File: config.mk
export PLATFORM = sky130hd
export DESIGN_NAME = mdio_phy_ctrl
export DESIGN_NICKNAME = d
export VERILOG_FILES = /design/src/rtl/mdio_pkg.sv /design/src/rtl/mdio_bit_timer.sv /design/src/rtl/mdio_phy_ctrl.sv
export SDC_FILE = /design/constraint.sdc
export NUM_CORES = 1
export LEC_CHECK = 0
export BUFFER_PORTS_ARGS = -buffer_cell sky130_fd_sc_hd__buf_2
export CORE_ASPECT_RATIO = 1.25
export CORE_UTILIZATION = 30
export CTS_CLUSTER_DIAMETER = 150
export DETAILED_ROUTE_END_ITERATION = 8
export MAX_ROUTING_LAYER = met4
export PLACE_DENSITY = 0.5
export SYNTH_ARGS = -nofsm -noshare
export SYNTH_HDL_FRONTEND = slang
export SYNTH_SLANG_ARGS = --single-unit
File: constraint.sdc
create_clock -name clock -period 5.8 [get_ports clock]
set_input_delay 0.87 -clock clock [delete_from_list [all_inputs] [get_ports clock]]
set_output_delay 0.87 -clock clock [all_outputs]
set_load 0.01 [all_outputs]
File: src/rtl/mdio_pkg.sv
// Shared types and Clause 22 frame constants for the PHY management controller.
package mdio_pkg;

    typedef enum logic [1:0] {
        RST_HOLD,
        RST_SETTLE,
        IDLE,
        FRAME
    } state_t;

    localparam logic [1:0] MDIO_ST            = 2'b01;
    localparam logic [1:0] MDIO_OP_WR         = 2'b01;
    localparam logic [1:0] MDIO_OP_RD         = 2'b10;
    localparam int         MDIO_PREAMBLE_BITS = 32;
    localparam int         MDIO_FRAME_BITS    = 65;
    localparam int         MDIO_TA_BIT        = 46;

    // Bits 0..63 of a frame, bit 0 in the MSB; read frames fill TA/data with ones (not driven).
    function automatic logic [63:0] mdio_frame(
        input logic        write,
        input logic [4:0]  phy_addr,
        input logic [4:0]  reg_addr,
        input logic [15:0] wdata
    );
        return {{MDIO_PREAMBLE_BITS{1'b1}}, MDIO_ST,
                write ? MDIO_OP_WR : MDIO_OP_RD,
                phy_addr, reg_addr,
                write ? 2'b10 : 2'b11,
                write ? wdata : 16'hFFFF};
    endfunction

endpackage

File: src/rtl/mdio_bit_timer.sv
// MDC divider: each bit period is CLK_DIV cycles low then CLK_DIV cycles high.
module mdio_bit_timer #(
    parameter int CLK_DIV = 25
) (
    input  logic clock,
    input  logic reset,
    input  logic enable,
    output logic mdc,
    output logic sample,
    output logic bit_end
);
    localparam int DW = $clog2(2 * CLK_DIV);
    localparam logic [DW-1:0] HALF        = DW'(CLK_DIV);
    localparam logic [DW-1:0] SAMPLE_CNT  = DW'(CLK_DIV - 1);
    localparam logic [DW-1:0] LAST_CNT    = DW'(2 * CLK_DIV - 1);

    logic [DW-1:0] cnt;
    logic [DW-1:0] cnt_next;

    // NOTE: every variable assigned in always_comb gets a value on all paths, so no latch is inferred.
    always_comb begin
        cnt_next = (cnt == LAST_CNT) ? '0 : cnt + 1'b1;
    end

    // NOTE: state registers use non-blocking assignments so all flops update from pre-edge values.
    always_ff @(posedge clock) begin
        if (reset || !enable) begin
            cnt <= '0;
            mdc <= 1'b0;
        end else begin
            cnt <= cnt_next;
            mdc <= (cnt_next >= HALF);
        end
    end

    // sample marks the last MDC-low cycle, bit_end the last cycle of the bit period
    assign sample  = enable && (cnt == SAMPLE_CNT);
    assign bit_end = enable && (cnt == LAST_CNT);

endmodule

File: src/rtl/mdio_phy_ctrl.sv
// Ethernet PHY management: hardware reset sequencing followed by Clause 22 MDIO
// read/write frames issued over a valid/ready command interface.
module mdio_phy_ctrl
    import mdio_pkg::*;
#(
    parameter int CLK_DIV           = 25,
    parameter int RESET_CYCLES      = 2000000,
    parameter int POST_RESET_CYCLES = 1000000
) (
    input  logic        clock,
    input  logic        reset,
    input  logic        cmd_valid,
    output logic        cmd_ready,
    input  logic        cmd_write,
    input  logic [4:0]  cmd_phy_addr,
    input  logic [4:0]  cmd_reg_addr,
    input  logic [15:0] cmd_wdata,
    output logic        rsp_valid,
    output logic [15:0] rsp_rdata,
    output logic        rsp_error,
    output logic        mdc,
    output logic        mdio_o,
    output logic        mdio_oe,
    input  logic        mdio_i,
    output logic        phy_reset_n,
    output logic        phy_ready
);
    localparam int RSEQ_MAX = (RESET_CYCLES > POST_RESET_CYCLES) ? RESET_CYCLES : POST_RESET_CYCLES;
    localparam int RCW      = $clog2(RSEQ_MAX + 1);
    localparam logic [RCW-1:0] HOLD_LAST   = RCW'(RESET_CYCLES - 1);
    localparam logic [RCW-1:0] SETTLE_LAST = RCW'(POST_RESET_CYCLES - 1);
    localparam logic [6:0] TA_BIT        = 7'(MDIO_TA_BIT);
    localparam logic [6:0] TA_SAMPLE_BIT = 7'(MDIO_TA_BIT + 1);
    localparam logic [6:0] IDLE_BIT      = 7'(MDIO_FRAME_BITS - 1);

    state_t          state;
    logic [RCW-1:0]  rst_cnt;
    logic [6:0]      bit_cnt;
    logic [62:0]     shreg;
    logic            is_write;
    logic [15:0]     rd_shift;
    logic            ta_bit;

    logic            frame_en;
    logic            sample;
    logic            bit_end;
    logic [63:0]     frame_word;
    logic [6:0]      bit_next;
    logic            drive_next;

    assign frame_en = (state == FRAME);

    mdio_bit_timer #(.CLK_DIV(CLK_DIV)) u_bit_timer (
        .clock   (clock),
        .reset   (reset),
        .enable  (frame_en),
        .mdc     (mdc),
        .sample  (sample),
        .bit_end (bit_end)
    );

    // Reads release the bus from the TA bit onwards; nobody drives the idle bit.
    always_comb begin
        frame_word = mdio_frame(cmd_write, cmd_phy_addr, cmd_reg_addr, cmd_wdata);
        bit_next   = bit_cnt + 7'd1;
        drive_next = (bit_next < IDLE_BIT) && (is_write || (bit_next < TA_BIT));
    end

    always_ff @(posedge clock) begin
        if (reset) begin
            state       <= RST_HOLD;
            rst_cnt     <= '0;
            phy_reset_n <= 1'b0;
            phy_ready   <= 1'b0;
            cmd_ready   <= 1'b0;
            rsp_valid   <= 1'b0;
            rsp_rdata   <= '0;
            rsp_error   <= 1'b0;
            mdio_o      <= 1'b1;
            mdio_oe     <= 1'b0;
            bit_cnt     <= '0;
            shreg       <= '0;
            is_write    <= 1'b0;
            rd_shift    <= '0;
            ta_bit      <= 1'b0;
        end else begin
            rsp_valid <= 1'b0;
            unique case (state)
                RST_HOLD: begin
                    if (rst_cnt == HOLD_LAST) begin
                        phy_reset_n <= 1'b1;
                        rst_cnt     <= '0;
                        state       <= RST_SETTLE;
                    end else begin
                        rst_cnt <= rst_cnt + 1'b1;
                    end
                end
                RST_SETTLE: begin
                    if (rst_cnt == SETTLE_LAST) begin
                        phy_ready <= 1'b1;
                        cmd_ready <= 1'b1;
                        rst_cnt   <= '0;
                        state     <= IDLE;
                    end else begin
                        rst_cnt <= rst_cnt + 1'b1;
                    end
                end
                IDLE: begin
                    if (cmd_valid && cmd_ready) begin
                        cmd_ready <= 1'b0;
                        is_write  <= cmd_write;
                        shreg     <= frame_word[62:0];
                        mdio_o    <= frame_word[63];
                        mdio_oe   <= 1'b1;
                        bit_cnt   <= '0;
                        state     <= FRAME;
                    end
                end
                FRAME: begin
                    if (sample) begin
                        if (bit_cnt == TA_SAMPLE_BIT) begin
                            ta_bit <= mdio_i;
                        end else if (bit_cnt > TA_SAMPLE_BIT && bit_cnt < IDLE_BIT) begin
                            rd_shift <= {rd_shift[14:0], mdio_i};
                        end
                    end
                    if (bit_end) begin
                        if (bit_cnt == IDLE_BIT) begin
                            state     <= IDLE;
                            cmd_ready <= 1'b1;
                            rsp_valid <= 1'b1;
                            rsp_rdata <= is_write ? 16'h0000 : rd_shift;
                            rsp_error <= is_write ? 1'b0 : ta_bit;
                            mdio_o    <= 1'b1;
                            mdio_oe   <= 1'b0;
                        end else begin
                            bit_cnt <= bit_next;
                            shreg   <= {shreg[61:0], 1'b0};
                            mdio_oe <= drive_next;
                            mdio_o  <= drive_next ? shreg[62] : 1'b1;
                        end
                    end
                end
                default: state <= RST_HOLD;
            endcase
        end
    end

endmodule

Word-level counts from Yosys, hierarchy flattened:

Index checks and enable logic that the tools add are counted.

* bits of input ports: 31
* logic and storage cells: 103
* bits in registers: 141

* $add $sub $neg: 3
* bitwise gates (word level): 3
* reductions and logical operators: 23
* magnitude comparators: 5
* equal/unequal tests: 15
* muxes and demuxes: 37

Operators by type and width (count)
* 63-bit two-way mux: 3
* 63-bit case mux with 2 select lines: 1
* 21-bit two-way mux: 2
* 21-bit case mux with 2 select lines: 1
* 16-bit two-way mux: 2
* 21-bit by 1-bit adder with 21-bit output (second input constant): 1
* 21-bit by 20-bit equality test with 1-bit output (second input constant): 1
* 21-bit equality test (second input constant): 1
* 7-bit two-way mux: 3
* 7-bit less-than comparator (second input constant): 2
* 7-bit case mux with 2 select lines: 1
* 1-bit two-way mux: 13
* 2-bit two-way mux: 6
* 2-bit != test (second input constant): 6
* 5-bit AND reduction: 2
* 3-bit AND reduction: 3
* 2-bit case mux with 4 select lines: 1
* 4-bit AND reduction: 2
* 7-bit by 1-bit adder with 7-bit output (second input constant): 1
* 7-bit by 6-bit equality test with 1-bit output (second input constant): 1
* 7-bit equality test (second input constant): 1
* 7-bit by 6-bit greater-than comparator with 1-bit output (second input constant): 1
* 7-bit by 6-bit less-than comparator with 1-bit output (second input constant): 1
* 6-bit by 1-bit adder with 6-bit output (second input constant): 1
* other kinds (17): 29

Depth between registers and ports, before layout:

* word-level depth: 8
* depth in mapped cells: 9
* mapped depth without buffers: 7

By module:

A second synthesis with hierarchy kept.

* cells, all modules: 603
* area, all modules: 5814.3 um2

Modules (own cells, without submodules)
* mdio_phy_ctrl: instances 1, cells an instance 559, area an instance 5451.5 um2
* mdio_bit_timer: instances 1, cells an instance 44, area an instance 362.8 um2

Worst setup path after synthesis:

Ideal clock, no wire load.

* kind: in2reg
* start: input cmd_valid
* end: register bit_cnt[0]
* data required time: 5729 ps
* arrival time: 2007 ps
* stages: 7
* slack: 3722 ps
* cell sequence: and4_1 clkbuf_1 a21oi_1 buf_2 buf_2 nand2_1 a21oi_1

* longest elaborated chain between the ends: 3

RTL lines
* from (decl): line mdio_phy_ctrl.sv:12 `input logic cmd_valid,`
* 1-bit logical AND: line mdio_phy_ctrl.sv:109 `if (cmd_valid && cmd_ready) begin`
* 2-bit != test (no source line)
* 4-bit AND reduction (no source line)
* to (signal assigned): line mdio_phy_ctrl.sv:137 `bit_cnt <= bit_next;`
* to (decl): line mdio_phy_ctrl.sv:38 `logic [6:0] bit_cnt;`

Every way passes these cells.
A chain may end at the register's enable or synchronous reset.

Worst setup path in the final report:

* start: register state[1]
* end: register shreg[25]

* longest elaborated chain between the ends: 4
* elaborated cells on any way between the ends: 9
* those cells by class: eq/ne: 5; mux: 1; reduce/logical: 3

RTL lines
* from (decl): line mdio_phy_ctrl.sv:36 `state_t state;`
* from (signal assigned): line mdio_phy_ctrl.sv:71 `state <= RST_HOLD;`
* from (signal assigned): line mdio_phy_ctrl.sv:93 `state <= RST_SETTLE;`
* from (signal assigned): line mdio_phy_ctrl.sv:103 `state <= IDLE;`
* 2-bit equality test: line mdio_phy_ctrl.sv:51, mdio_phy_ctrl.sv:88
* 1-bit logical AND: line mdio_bit_timer.sv:38 `assign bit_end = enable && (cnt == LAST_CNT);`
* 2-bit != test (no source line)
* 4-bit AND reduction (no source line)
* to (signal assigned): line mdio_phy_ctrl.sv:112 `shreg <= frame_word[62:0];`
* to (signal assigned): line mdio_phy_ctrl.sv:138 `shreg <= {shreg[61:0], 1'b0};`
* to (decl): line mdio_phy_ctrl.sv:39 `logic [62:0] shreg;`

Parallel ways exist; a longest one is shown, timed or not.

==> summary.md <==
## Timing
- Final Hold Fails: 0
- worst path setup slack after routing: 3.163 ns
- final total negative setup slack: 0 ns
- final cycle utilization of the critical path: 0.4547
- unrepaired setup endpoints after global routing: no
- Final min period: 2.637 ns
- Max transition margin: 0.2966
- maximum frequency from static timing analysis: 379.2 MHz
- Final Setup Violations: 0
- max-slew violations: 0
- slew at the pin with the worst max-slew slack: 1.051 ns
- Clock Skew: 0.008738 ns

## Critical path
- highest net fanout along the worst path: 74
- worst path required time: 6.11 ns
- Worst setup SP type: register
- critical setup path kind: register to register
- endpoint kind of the worst setup timing path: register
- CP Data Arrival Time: 2.95 ns

## Clocking
- maximum clock path buffer count: 2
- # clock sinks: 141
- hold buffer count at CTS: 0
- # H-tree levels: 4
- post-CTS resize count: 0
- number of buffers added by the clock tree synthesis step: 17
- CTS Root Buffer Type: clkbuf_16
- Post-CTS Setup Bufs: 0
- clock tree from TritonCTS: done
- clock latency on the worst-skew pair: 0.41 ns
- Worst-path clk slew: 0.06 ns

## Route
- total number of vias: 4,769
- final wirelength: 12.64 mm
- drt wl/cell: 12.89 um
- via-per-instance ratio: 4.866
- detailed-router iteration count before antenna repair: 4
- Antenna Violating Nets Remaining: 0
- number of DRC violations after detailed routing: 0
- number of DRC markers in iteration 0: 281

## Job
- maximum capacitance violations: 0

## Power
- Pleak: 0.002407 uW
- post-route total power: 2133 uW
- largest voltage drop on the vdd net: 0.1932 mV
- Power Density: 307.3 nW/um^2

## Yosys
- Primary FF master, synth: dfxtp_1
- area share of xor/xnor cells in the synthesized design: 0.03848
- post-synth cell types: 60
- Mean Syn Cell Area: 8.729 sq um
- post-synth design cell area: 5918 sq um
- async set-or-reset flop fraction in the synthesized netlist: 0
- Seq/Total Area, Yosys: 0.4770
- share of the synthesized area in compound gates (AO/OA/AOI/OAI): 0.1268
- Yosys warning total: 0
- leading cell types by total area after synthesis: dfxtp_1 48%, nor2_1 6.5%, nor3_1 6.1%, nand2_1 3.4%, mux2i_1 3.0%
- synthesis-stage register bit count: 141
- net count after synthesis: 715
- post-synthesis mux area share: 0.03044
- cell taking the most area after synthesis: dfxtp_1
- portion of synthesized cell area occupied by the leading cell type: 0.4770
- Post-Syn Instances: 678
- post-synthesis share of cell area spent on full adders, half adders and majority gates: 0.01438
- Post-synth EDFFs: 0
- largest family of logic cells by synthesized area: simple AND/OR/NAND/NOR gates
- area fraction in and, or, nand and nor cells after synthesis: 0.2658

## Placement
- Post-Place Cell Area: 6320 sq um
- pre-CTS WS: 3.145 ns
- port buffer count: 54
- global placer's final weighted congestion: 0.7999
- detailed placement HPWL: 8.112 mm

## Global routing
- first-pass GRT wire length: 21.77 mm
- antenna violations before repair: 0
- vias in the first global route: 4,611
- pin count of the biggest net entering global routing: 81
- total congestion overflow after global routing: 0
- Total GRT Usage: 0.1357

## Layout
- share of post-route cells with drive strength above 1: 0.1385
- Area growth, synth to finish: 17.27%
- diode count: 0
- commonest non-fill, non-tap cells in the layout: 141 x dfxtp_1, 103 x nor2_1, 72 x nor3_1, 53 x nand2_1, 53 x buf_2
- most common library cell in the layout ignoring fill and taps: dfxtp_1
- total number of nets in the final design: 739
- cell area after layout: 6940 sq um

## Die
- floorplan die width: 127.6 um
- core area: 19,400 sq um
- Initial Utilization: 0.3051
- Site Rows: 57
- number of top-level pins: 55
- die height: 159.0 um
- floorplan die area: 20,300 sq um

## Worst hold path
- Hold WC Path Type: register to register

## Status
- outcome: finished, final reports clean

-- synth_stat cells, types with 2 or more instances --
cell type and instances:
dfxtp_1 141, nor2_1 103, nor3_1 72, nand2_1 53, a21oi_1 32, clkbuf_1 30, nand3_1 22, nand3b_1 20
a22o_1 18, mux2i_1 18, xor2_1 17, o211ai_1 16, buf_2 15, a311oi_1 11, inv_1 9, xnor2_1 9
ha_1 6, nand4_1 6, o21ai_0 6, and4_1 5, o31ai_1 5, and2_1 4, and3_1 4, nor2b_1 4
a31oi_1 3, buf_1 3, buf_6 3, nand2b_1 3, a211oi_1 2, nand4b_1 2, nor4_1 2, nor4b_1 2
nor4bb_1 2, o21a_1 2, o22ai_1 2, or4_4 2
-- area by class of cell --
cell class	count	area (sq um)
timing repair buffer	58	302.8
multi-input combinational	475	2829
inverter	9	33.78
clock buffer	23	488.0
fill	2031	12460
clock inverter	9	132.6
sequential	141	2823
tap	265	331.6
-- worst paths after layout --
path / startpoint / end / slack [ns] / depth (start not counted)
min: phy_ready$_SDFFE_PP0P_ / phy_ready$_SDFFE_PP0P_ / 0.44 / 2
max reg2reg: state[1]$_SDFFE_PP0P_ / shreg[25]$_SDFFE_PP0P_ / 3.16 / 6
min reg2reg: phy_ready$_SDFFE_PP0P_ / phy_ready$_SDFFE_PP0P_ / 0.44 / 2
max: state[1]$_SDFFE_PP0P_ / shreg[25]$_SDFFE_PP0P_ / 3.16 / 6
-- layer usage --
layer / GRT usage / up-vias / part of all wire
met4: 0.04920 / 0 / 0.013
met2: 0.2233 / 77 / 0.49
met5: - / - / 0
met1: 0.1588 / 2234 / 0.46
met3: 0.03461 / 14 / 0.032
li1: - / 2444 / -
-- critical path, cell delays in order (launching register included) --
cell and delay, ns:
dfxtp_1 0.66, nand2_2 0.20, nor3_4 0.49, a21o_2 0.21, buf_4 0.58, nor2_1 0.08, a311oi_1 0.27
-- stage by stage --
stage / hold WS, ns / util / std cells
CTS: 0.4485 / 0.3578 / 980
detailed placement: 0.4400 / 0.3258 / 948
floorplan: 0.4321 / - / 678
global placement: 0.4422 / 0.3258 / 948
global route: 0.4673 / 0.3578 / 980
finish: 0.4438 / 0.3578 / 980
-- power breakdown --
group | total [uW] | leakage (uW) | switching [uW] | internal, uW
combinational | 40.8 | 0.000972 | 25.1 | 15.7
sequential | 972 | 0.00114 | 1.84 | 971
clock | 1120 | 0.000300 | 397 | 723
total | 2130 | 0.00241 | 424 | 1710
-- logic make-up after synthesis --
| group | Yosys count |
|---|---|
| simple gates | 317 |
| flops | 141 |
| compound gates | 107 |
| buf+inv | 62 |
| xor+xnor | 26 |
| mux | 18 |
| fa+ha+maj | 7 |
-- flip-flops by register name, summed over array words and instances, names as in the netlist --
name	cells
shreg	63
rst_cnt	21
rd_shift	16
rsp_rdata	16
bit_cnt	7
u_bit_timer.cnt	6
state	2
cmd_ready	1
is_write	1
mdio_o	1
mdio_oe	1
phy_ready	1
phy_reset_n	1
rsp_error	1
rsp_valid	1
ta_bit	1
u_bit_timer.mdc	1
Power figures use the tool's default switching activity.
